[src/rtl/bus2_link_tx.sv]
// bus2_link_tx: serialises a parallel word into LSB-first 2-bit beats plus an even-parity beat
module bus2_link_tx #(
  parameter int DATA_WIDTH = 8,
  parameter int IDLE_GAP   = 1
) (
  input  logic                  clk,
  input  logic                  rst_n,
  input  logic [DATA_WIDTH-1:0] in_data,
  input  logic                  in_valid,
  output logic                  in_ready,
  output logic [1:0]            bus_out,
  output logic                  bus_frame,
  output logic                  bus_last,
  input  logic                  bus_hold
);
  localparam int BEATS = DATA_WIDTH / 2;
  localparam int CW    = BEATS > 1 ? $clog2(BEATS) : 1;
  typedef enum logic [1:0] {IDLE, DATA, PARITY, GAP} state_t;
  state_t                state_q, state_d;
  logic [DATA_WIDTH-1:0] shreg_q, shreg_d;
  logic [CW-1:0]         cnt_q, cnt_d;
  logic [3:0]            gap_q, gap_d;
  logic [1:0]            out_q, out_d;
  logic                  par_q, par_d, ready_q, ready_d, frame_q, frame_d, last_q, last_d;
  // next-state and next-output logic; every output is registered, so it is computed one cycle ahead
  always_comb begin
    state_d = state_q;
    shreg_d = shreg_q;
    par_d   = par_q;
    cnt_d   = cnt_q;
    gap_d   = gap_q;
    ready_d = ready_q;
    out_d   = out_q;
    frame_d = frame_q;
    last_d  = last_q;
    case (state_q)
      IDLE: begin
        if (ready_q && in_valid) begin
          state_d = DATA;
          shreg_d = in_data;
          par_d   = ^in_data;
          cnt_d   = '0;
          ready_d = 1'b0;
          out_d   = in_data[1:0];
          frame_d = 1'b1;
        end else begin
          ready_d = 1'b1;
        end
      end
      DATA: begin
        if (!bus_hold) begin
          if (cnt_q == CW'(BEATS - 1)) begin
            state_d = PARITY;
            out_d   = {1'b0, par_q};
            last_d  = 1'b1;
          end else begin
            cnt_d   = cnt_q + 1'b1;
            shreg_d = shreg_q >> 2;
            out_d   = shreg_d[1:0];
          end
        end
      end
      PARITY: begin
        if (!bus_hold) begin
          state_d = IDLE_GAP == 0 ? IDLE : GAP;
          ready_d = IDLE_GAP == 0;
          gap_d   = '0;
          out_d   = 2'b00;
          frame_d = 1'b0;
          last_d  = 1'b0;
        end
      end
      default: begin
        if (gap_q == 4'(IDLE_GAP - 1)) begin
          state_d = IDLE;
          ready_d = 1'b1;
        end else begin
          gap_d = gap_q + 1'b1;
        end
      end
    endcase
  end
  // state and output registers; reset abandons any frame in progress
  always_ff @(posedge clk or negedge rst_n) begin
    if (!rst_n) begin
      state_q <= IDLE;
      shreg_q <= '0;
      par_q   <= 1'b0;
      cnt_q   <= '0;
      gap_q   <= '0;
      ready_q <= 1'b0;
      out_q   <= 2'b00;
      frame_q <= 1'b0;
      last_q  <= 1'b0;
    end else begin
      state_q <= state_d;
      shreg_q <= shreg_d;
      par_q   <= par_d;
      cnt_q   <= cnt_d;
      gap_q   <= gap_d;
      ready_q <= ready_d;
      out_q   <= out_d;
      frame_q <= frame_d;
      last_q  <= last_d;
    end
  end
  assign in_ready  = ready_q;
  assign bus_out   = out_q;
  assign bus_frame = frame_q;
  assign bus_last  = last_q;
endmodule

[config.mk]
export PLATFORM = sky130hd
export DESIGN_NAME = bus2_link_tx
export DESIGN_NICKNAME = d
export VERILOG_FILES = /design/src/rtl/bus2_link_tx.sv
export SDC_FILE = /design/constraint.sdc
export NUM_CORES = 1
export LEC_CHECK = 0
export BUFFER_PORTS_ARGS = -buffer_cell sky130_fd_sc_hd__buf_2
export CAP_MARGIN = 30
export CORE_MARGIN = 5
export CORE_UTILIZATION = 55
export DETAILED_ROUTE_END_ITERATION = 12
export GPL_TIMING_DRIVEN = 0
export HOLD_SLACK_MARGIN = 0.1
export PLACE_DENSITY = 0.74
export REMOVE_ABC_BUFFERS = 1
export SETUP_SLACK_MARGIN = 0.05
export SKIP_CTS_REPAIR_TIMING = 1
export SYNTH_ARGS = -nofsm -noshare
export SYNTH_HDL_FRONTEND = slang
export SYNTH_SLANG_ARGS = --single-unit
[constraint.sdc]
create_clock -name clk -period 3.26 [get_ports clk]
set_clock_uncertainty 0.2 [all_clocks]
set_input_delay 0.326 -clock clk [delete_from_list [all_inputs] [get_ports clk]]
set_output_delay 0.326 -clock clk [all_outputs]
set_load 0.01 [all_outputs]
Yosys cells after proc, flatten, opt, wreduce, memory -nomap -nowiden

Cells that the tools add are included.
Widths: inputs -> output; s select.

Logic and storage cells: 72
Input bits: 12
Output and inout port bits: 5
Register bits after elaboration: 22

Add/sub/neg operators: 2
Bitwise logic cells: 2
Mux-type cells: 31
Equality and inequality tests: 9
Reduce and logical (&&, ||, !) cells: 19

Operators with widths:

| kind                | count |
|---|---|
| $mux 2              | 12 |
| $mux 8              | 3 |
| $pmux 8 s2          | 1 |
| $pmux 2 s3          | 2 |
| $reduce_and 4->1    | 3 |
| $ne 2x2->1 const B  | 5 |
| $reduce_and 3->1    | 3 |
| $mux 4              | 2 |
| $pmux 4 s2          | 1 |
| $reduce_xor 8->1    | 1 |
| $mux 1              | 6 |
| $reduce_bool 2->1   | 3 |
| $reduce_bool 3->1   | 2 |
| $reduce_and 5->1    | 1 |
| $add 4x1->4 const B | 1 |
| $eq 2x2->1 const B  | 2 |
| $logic_not 4->1     | 1 |
| $pmux 1 s2          | 2 |
| $pmux 2 s2          | 1 |
| $reduce_bool 4->1   | 1 |
| $pmux 1 s3          | 1 |
| $add 2x1->2 const B | 1 |
| $eq 2x1->1 const B  | 1 |
| $logic_not 2->1     | 1 |
| other kinds (5)     | 6 |

Depth between registers and ports, before layout

Gate-level depths: netlist of the first run.

Depth after elaboration: 4
Gate-level depth with buffers: 8
Mapped depth without buffers: 6

Worst setup path before layout of the first run

Ideal clock, no wire load.

Kind: register to register
Start point: register state_q[1]
End point: register state_q[1]
Setup time: 0.127 ns
Stages on the path, launching flop included: 6
Data arrival time: 1.585 ns
Path buffers: 0
Slack: 1.347 ns
Required time: 2.933 ns
Cells stage by stage: dfrtp_1 inv_1 ha_1 or4_1 nand3_1 mux2_1

Cells in the longest elaborated chain, start to end: 3
Elaborated cells on any way between the ends: 10
Classes of those cells: eq/ne (6); mux (1); reduce/logical (3)

Ends and longest elaborated chain:

| element                                                          | line | text |
|---|---|---|
| start: declaration                                               | 19   | `state_t state_q, state_d;` |
| start signal: assignment                                         | 96   | `state_q <= state_d;` |
| $eq 2x2->1, or another cell as far along                         | 36   | `case (state_q)` |
| $reduce_bool 4->1 (no line) / $ne 2x2->1 (equally long branches) | --   |  |
| $reduce_and 5->1 (no line)                                       | --   |  |

Several ways; a longest one is shown, not always the timed one.
A chain may end at the register's enable or synchronous reset.

Worst setup path after layout of the first run

Same ends and word-level chain as after synthesis.

==> run metrics, run 1 <==
Die Ht=56.3 um; final instance area=1330 sq um; critical path startpoint category=flip-flop; Routed WL=2270 um; fin. max-slew vios=0; Core Area=2000 sq um; synthesized instance count=123; Total GRT Usage=15.5%; f_max=448 MHz; Worst Hold Path Cells=3; Cell Chain, Critical Path=inv_1 -> ha_1 -> or4_1 -> nand3_1 -> mux2_1; biggest area consumer among synthesized cells=dfrtp_1; io pins=17; Synth top cells by count=20 x dfrtp_1, 19 x nand2_1, 12 x o21ai_0, 8 x o21ai_1, 7 x xnor2_1; Crit Reg-Reg Startpoint=state_q[1]; adder-cell share of the synthesized area=6.38%; P_leak=0.608 nW; status=complete, no violations; EDFF count, synth=0; Chip Width=56.3 um; R2R Setup Slk=1.03 ns; vias in the first global route=882; dpl ws=1.06 ns; Area after DPL=1270 sq um; drt first pass iters=4; hpwl dp=1710 um; final worst slack=1.03 ns; H-Tree Depth=1; Relative slew margins=51.9%; via count=920; fin crit share=68.5%; final worst path period need=2.23 ns; Mean Syn Cell Area=9.57 sq um; Clock Pin Slew Worst Setup and Hold Paths=0.11 ns; area delta synth->final=13.2%; crit path DAT=2.23 ns; setup_tns=0 ns; TritonCTS clock tree=built; RSZ-0062 raised after global routing=false; Crit Path Max Fanout=17; post-synthesis sequential area ratio=42.5%; hold slack=0.122 ns; Layout Nets=161; ys async rst share=100%; HP Class=input pin to flip-flop; Fin. Hold Viols=0; row count=16; wire per inst=13.4 um; GPL Wtd Cong=0.850; CTS Root Cell=clkbuf_4; CTS Sinks=20; share of the synthesized area in the top cell type=42.5%; worst r2r dst=state_q[1]; first-pass GRT wire length=4020 um; Worst-Skew Late Latency=0.30 ns; DR iter-0 viols=22; count leader, synth=dfrtp_1; ANT cells=0; Worst Tran Pin Value=0.722 ns; Design Power=0.00132 W; #FFs+latches synth=20; DRC viols=0; vias per cell=5.44; Max stage delay on crit path=0.58 ns; post-synthesis compound-gate area fraction=17.7%; antenna violations before repair=0; clk buf depth=2; layout cells sized above 1=18.3%; Starting Density=58.8%; Num CTS Buffers=3; Remaining Overflow, GRT=0; Synth Warn #=0; CP endpoint kind=flip-flop; largest family of logic cells by synthesized area=compound AO/OA/AOI/OAI gates; Netlist cell types=33; Post-Syn Area=1180 sq um; # port buffers=16; hold path start=in_data[2]; Synth Area in Simple Gates=16.2%; reg2reg path depth=5; Die ar.=3170 sq um; fillers=164; ys flop type=dfrtp_1; Worst EP required=3.25 ns; Max Cap Viol=0; PD cells=989 nW/um^2; Final setup viols=0; ANT nets after route=0; Worst Hold End=shreg_q[2]; crit path kind=flip-flop to flip-flop; xor/xnor share of the synthesized area=5.21%; top cells by area, synth=dfrtp_1 43%, ha_1 6.4%, nand2_1 6.1%, xnor2_1 5.2%, mux2i_1 5.1%; slowest CP cell=or4_1; largest net degree at the start of global routing=21; post-synthesis mux area share=7.97%; Max VDD drop=0.694 mV
==> through the flow <==
step / std cells / utilization [%]
2_1_floorplan: 119 / -
3_3_place_gp: 162 / 63.2
3_5_place_dp: 162 / 63.2
4_1_cts: 166 / 65.1
5_1_grt: 169 / 66.6
6_report: 169 / 66.6
==> cell families after synthesis <==
group,Yosys count
flops,20
fa+ha+maj,6
mux,9
simple gates,37
xor+xnor,7
compound gates,34
buf+inv,10
==> layer usage <==
metal | up-vias | global-route usage, % | wire length (um)
li1 | 471 | - | -
met1 | 433 | 22.9 | 1190
met5 | - | 0 | 0
met4 | 0 | 4.07 | 11
met2 | 14 | 23.2 | 987
met3 | 2 | 2.98 | 82
==> registers in the layout (all words and copies together), names as in the netlist <==
register   cells
cnt_q          2
shreg_q        6
state_q        2
bus_last       1
bus_frame      1
par_q          1
bus_out        2
in_ready       1
gap_q          4
==> where the power goes <==
| group | leakage (nW) | switching [W] | internal (W) |
|---|---|---|---|
| sequential | 0.245 | 0.0000865 | 0.000367 |
| clock | 0.0210 | 0.0000764 | 0.0000681 |
| combinational | 0.342 | 0.000415 | 0.000304 |
| total | 0.608 | 0.000578 | 0.000739 |
==> layout make-up <==
class	count	area, sq um	area share [%]
Sequential cell	20	500	37.6
Timing Repair Buffer	19	110	8.26
Tap cell	27	33.8	2.54
Inverter	6	22.5	1.69
Multi-Input combinational cell	93	629	47.2
Clock buffer	4	36.3	2.72
==> placed cells by master, fill, tap and decap left out, drive strengths merged, types with 2 or more instances in the layout <==
master | netlist | routed
a21oi | 4 | 4
a22o | 2 | 2
buf | 4 | 16
clkbuf | 0 | 4
dfrtp | 20 | 20
dlygate4sd3 | 0 | 3
ha | 6 | 6
inv | 6 | 6
mux2 | 3 | 3
mux2i | 6 | 6
nand2 | 19 | 19
nand2b | 2 | 2
nand3 | 3 | 3
nor2 | 4 | 4
nor2b | 2 | 2
nor3 | 2 | 2
o211ai | 2 | 2
o21ai | 20 | 20
xnor2 | 7 | 7
==> critical path, delay by kind of cell (launching register included) <==
kind | cells | cell delay (ns)
flip-flops | 1 | 0.40
AND/OR/NAND/NOR | 2 | 0.69
multiplexers | 1 | 0.32
buffers and inverters | 1 | 0.08
adder cells (fa/ha/maj) | 1 | 0.43
==> how the worst max path moves through the flow <==
stage,from,endpoint,slack (ns),cells past startpoint
3_3_place_gp,state_q[1],state_q[1],1.07,5
6_report,state_q[1],state_q[1],1.03,5
3_5_place_dp,state_q[1],state_q[1],1.06,5
4_1_cts,state_q[1],state_q[1],1.04,5
2_1_floorplan,state_q[1],state_q[1],1.20,5
5_1_grt,state_q[1],shreg_q[5],0.88,6
Power figures use the tool's default switching activity.
==> inputs of run 2 (changes only) <==
==> constraint.sdc (replaced) <==
create_clock -name clk -period 2.1 [get_ports clk]
set_clock_uncertainty 0.2 [all_clocks]
set_input_delay 0.21 -clock clk [delete_from_list [all_inputs] [get_ports clk]]
set_output_delay 0.21 -clock clk [all_outputs]
set_load 0.01 [all_outputs]
==> run metrics, run 2 (synthesis results as in run 1) <==
crit path DAT=2.02 ns; critical path startpoint category=flip-flop; CTS Root Cell=clkbuf_4; Core Area=2000 sq um; final worst slack=0.0714 ns; Worst EP required=2.09 ns; Worst-Skew Late Latency=0.30 ns; fin crit share=96.6%; final instance area=1490 sq um; CP endpoint kind=flip-flop; antenna violations before repair=0; fin. max-slew vios=0; Relative slew margins=62.6%; R2R Setup Slk=0.07 ns; first-pass GRT wire length=4020 um; Area after DPL=1270 sq um; fillers=144; H-Tree Depth=1; Top Registers=shreg_q (6), gap_q (4); wire per inst=14.0 um; Starting Density=58.8%; Crit Path Max Fanout=11; crit path kind=flip-flop to flip-flop; Num CTS Buffers=3; CTS Sinks=20; f_max=493 MHz; area delta synth->final=26.6%; TritonCTS clock tree=built; Die ar.=3170 sq um; hpwl dp=1710 um; Chip Width=56.3 um; DRC viols=0; M2 GR Usage=23.2%; row count=16; DR iter-0 viols=22; Clock Pin Slew Worst Setup and Hold Paths=0.11 ns; status=complete, no violations; largest net degree at the start of global routing=21; layout cells sized above 1=24.4%; Routed WL=2550 um; Max Cap Viol=0; dpl ws=-0.100 ns; # port buffers=16; Remaining Overflow, GRT=0; ANT cells=0; non-filler cells, final=183; drt first pass iters=4; commonest non-fill, non-tap cell in the layout=dfrtp_1; P_leak=0.672 nW; via count=1,021; Layout Nets=175; vias in the first global route=882; GPL Wtd Cong=0.850; ANT nets after route=0; clk buf depth=2; register name with the most flops=shreg_q; most frequent cells in the layout=20 x dfrtp_1, 19 x nand2_1, 16 x buf_2, 12 x o21ai_0, 9 x dlygate4sd3_1; Fin. Hold Viols=0; M1 GR Usage=22.9%; Total GRT Usage=15.5%; Worst Tran Pin Value=0.560 ns; max reg flops=6; Max VDD drop=1.04 mV; Die Ht=56.3 um; Final setup viols=0; io pins=17; met3 usage=2.98%; HP Class=input pin to flip-flop; DP Cell Count=162; PD cells=1530 nW/um^2; final worst path period need=2.03 ns; busiest layer in global routing=met2; vias per cell=5.58
[run 2: worst paths after layout]
kind,to,start,cells past startpoint
min in group asynchronous,shreg_q[6],rst_n,2
worst min-delay path,par_q,in_valid,3
worst max-delay path,state_q[1],state_q[0],5
worst max register to register,state_q[1],state_q[0],5
worst min register to register,bus_out[0],bus_out[0],2
max in group asynchronous,gap_q[1],rst_n,2
[run 2: area by class of cell]
cell class	instances	area [sq um]	share of cell area [%]
Multi-Input combinational cell	93	667	44.8
Sequential cell	20	500	33.6
Timing Repair Buffer	33	230	15.4
Clock buffer	4	36.3	2.43
Tap cell	27	33.8	2.27
Inverter	6	22.5	1.51
[run 2: worst max-delay path: stages (launching register included)]
cell     delay [ns]
dfrtp_1        0.37
inv_1          0.13
ha_4           0.23
or4_1          0.56
nand3_1        0.12
mux2_1         0.32
[run 2: power breakdown]
group	switching (W)	total, W	internal [W]
Clock	0.000119	0.000225	0.000106
Combinational	0.000726	0.00136	0.000630
Sequential	0.000134	0.000704	0.000570
[run 2: per-layer routing]
layer	vias up	share of wire [%]
li1	501	-
met2	37	48
met4	0	1.2
met5	-	0
met1	478	44
met3	5	6.6
[run 2: through the flow]
| step | util (%) | setup TNS (ns) | hold WS, ns | total power [W] |
|---|---|---|---|---|
| after floorplan | - | 0 | -0.286 | 0.00155 |
| after global placement | 63.2 | -0.0874 | -0.0170 | 0.00177 |
| after detailed placement | 63.2 | -0.100 | -0.0104 | 0.00182 |
| after CTS | 65.1 | -0.131 | -0.345 | 0.00205 |
| after global routing | 74.4 | -0.0186 | 0.127 | 0.00249 |
| final | 74.4 | 0 | 0.102 | 0.00228 |
==> inputs of run 3 (changes only) <==
--- a/config.mk
+++ b/config.mk
@@ -5,14 +5,15 @@
 export SDC_FILE = /design/constraint.sdc
 export NUM_CORES = 1
 export LEC_CHECK = 0
+export ABC_AREA = 1
 export BUFFER_PORTS_ARGS = -buffer_cell sky130_fd_sc_hd__buf_2
 export CAP_MARGIN = 30
 export CORE_MARGIN = 5
-export CORE_UTILIZATION = 55
+export CORE_UTILIZATION = 56
 export DETAILED_ROUTE_END_ITERATION = 12
 export GPL_TIMING_DRIVEN = 0
 export HOLD_SLACK_MARGIN = 0.1
-export PLACE_DENSITY = 0.74
+export PLACE_DENSITY = 0.75
 export REMOVE_ABC_BUFFERS = 1
 export SETUP_SLACK_MARGIN = 0.05
 export SKIP_CTS_REPAIR_TIMING = 1
==> run metrics, run 3 <==
status=complete, no violations; fraction of power spent switching nets=47.0%; Gate power share=60.0%; Final setup viols=0; Layout Nets=223; post-synthesis sequential area ratio=38.4%; Worst-Skew Late Latency=0.30 ns; area delta synth->final=15.4%; Top Registers=shreg_q (6), gap_q (4); top cells by area, synth=dfrtp_1 38%, nand2_1 18%, inv_1 7.5%, ha_1 5.8%, o21ai_0 3.8%; sequential power share=30.3%; count leader, synth=nand2_1; Clock Pin Slew Worst Setup and Hold Paths=0.11 ns; Synth top cells by count=64 x nand2_1, 26 x inv_1, 20 x dfrtp_1, 10 x nor2_1, 10 x o21ai_0; CTS Sinks=20; multi-input logic area=678 sq um; biggest area consumer among synthesized cells=dfrtp_1; non-filler cells, final=232; GPL Wtd Cong=0.802; final worst path period need=1.85 ns; #FFs+latches synth=20; Chip Width=58.3 um; Netlist cell types=26; Int Pwr=0.00119 W; Post-Syn Area=1310 sq um; Worst Tran Pin Value=0.429 ns; P_leak=0.820 nW; layout cells sized above 1=17.6%; most frequent cells in the layout=64 x nand2_1, 26 x inv_1, 20 x dfrtp_1, 16 x buf_2; DR iter-0 viols=47; Total GRT Usage=16.6%; largest net degree at the start of global routing=21; Relative slew margins=71.4%; ys async rst share=100%; EDFF count, synth=0; clk buf depth=2; wire per inst=11.6 um; io pins=17; Crit Path Max Fanout=6; TritonCTS clock tree=built; dpl ws=-0.0423 ns; ys flop type=dfrtp_1; Routed WL=2690 um; Num CTS Buffers=3; register name with the most flops=shreg_q; Core Area=2210 sq um; register area=500 sq um; H-Tree Depth=1; synthesized instance count=180; ANT cells=0; Crit. Startpoint=state_q[0]; Clock Power Share=9.8%; Die ar.=3400 sq um; row count=17; f_max=540 MHz; antenna violations before repair=0; Max VDD drop=1.02 mV; PD cells=1500 nW/um^2; Crit Reg-Reg Startpoint=state_q[0]; fin crit share=88.2%; crit path kind=flip-flop to flip-flop; hpwl dp=2070 um; fin. max-slew vios=0; vias per cell=5.09; fillers=180; share of the synthesized area in the top cell type=38.4%; vias in the first global route=1,064; Mean Syn Cell Area=7.25 sq um; ANT nets after route=0; via count=1,181; critical path startpoint category=flip-flop; Die Ht=58.3 um; Remaining Overflow, GRT=0; Synth Warn #=0; RSZ-0062 raised after global routing=false; # port buffers=16; max reg flops=6; DP Cell Count=222; Worst EP required=2.09 ns; commonest non-fill, non-tap cell in the layout=nand2_1; Fin. Hold Viols=0; CP endpoint kind=flip-flop; DRC viols=0; hold path start=in_data[4]; CTS Root Cell=clkbuf_4; Net Switching=0.00106 W; drt first pass iters=4; HP Class=input pin to flip-flop; final worst slack=0.247 ns; Max Cap Viol=0; first-pass GRT wire length=4430 um; Starting Density=59.0%; crit path DAT=1.84 ns
run 3: cell type report:
type	count	area share [%]
Multi-Input combinational cell	131	45.0
Sequential cell	20	33.2
Timing Repair Buffer	22	9.97
Inverter	27	7.06
Clock buffer	4	2.41
Tap cell	28	2.33
run 3: worst max-delay path, cell delays in order (launching register included):
cell	delay, ns
dfrtp_1	0.44
inv_1	0.09
ha_1	0.27
nand2_1	0.19
nand2_1	0.10
inv_1	0.06
o21ai_2	0.09
inv_1	0.12
nand3_1	0.10
o21ai_1	0.08
run 3: through the flow:
step	total power (W)	area, sq um	TNS (ns)	util, %	hold slack, ns
2_1_floorplan	0.00164	1280	0	-	-0.286
3_3_place_gp	0.00188	1400	-0.0170	63.2	-0.0231
3_5_place_dp	0.00194	1400	-0.0423	63.2	-0.0232
4_1_cts	0.00216	1430	-0.0636	64.8	-0.356
5_1_grt	0.00247	1510	0	68.1	0.101
6_report	0.00225	1510	0	68.1	0.0736
run 3: worst paths after layout:
kind / cells past startpoint / to / slack [ns]
max: 9 / gap_q[2] / 0.25
min: 3 / shreg_q[4] / 0.07
max reg2reg: 9 / gap_q[2] / 0.25
min reg2reg: 2 / bus_last / 0.29
max in group asynchronous: 2 / shreg_q[7] / 1.23
min in group asynchronous: 2 / state_q[1] / 0.16
run 3: power by group through the flow:
stage / sequential (W) / combinational, W / clock (W)
final: 0.000682 / 0.00135 / 0.000220
after detailed placement: 0.000690 / 0.00125 / 0
after floorplan: 0.000687 / 0.000955 / 0
after global placement: 0.000681 / 0.00120 / 0
after CTS: 0.000681 / 0.00125 / 0.000227
after global routing: 0.000706 / 0.00152 / 0.000242
run 3: cells by family after synthesis:
logic type	Yosys count	synth area share (%)
simple gates	97	32.0
flops	20	38.4
compound gates	26	12.7
xor+xnor	2	1.34
buf+inv	29	9.88
fa+ha+maj	6	5.75
run 3: per-layer routing:
metal	up-vias	GRT usage (%)	share of wire [%]
met5	-	0	0
met4	0	1.66	0
met3	0	4.90	5.0
met2	32	28.2	49
met1	528	21.5	46
li1	621	-	-
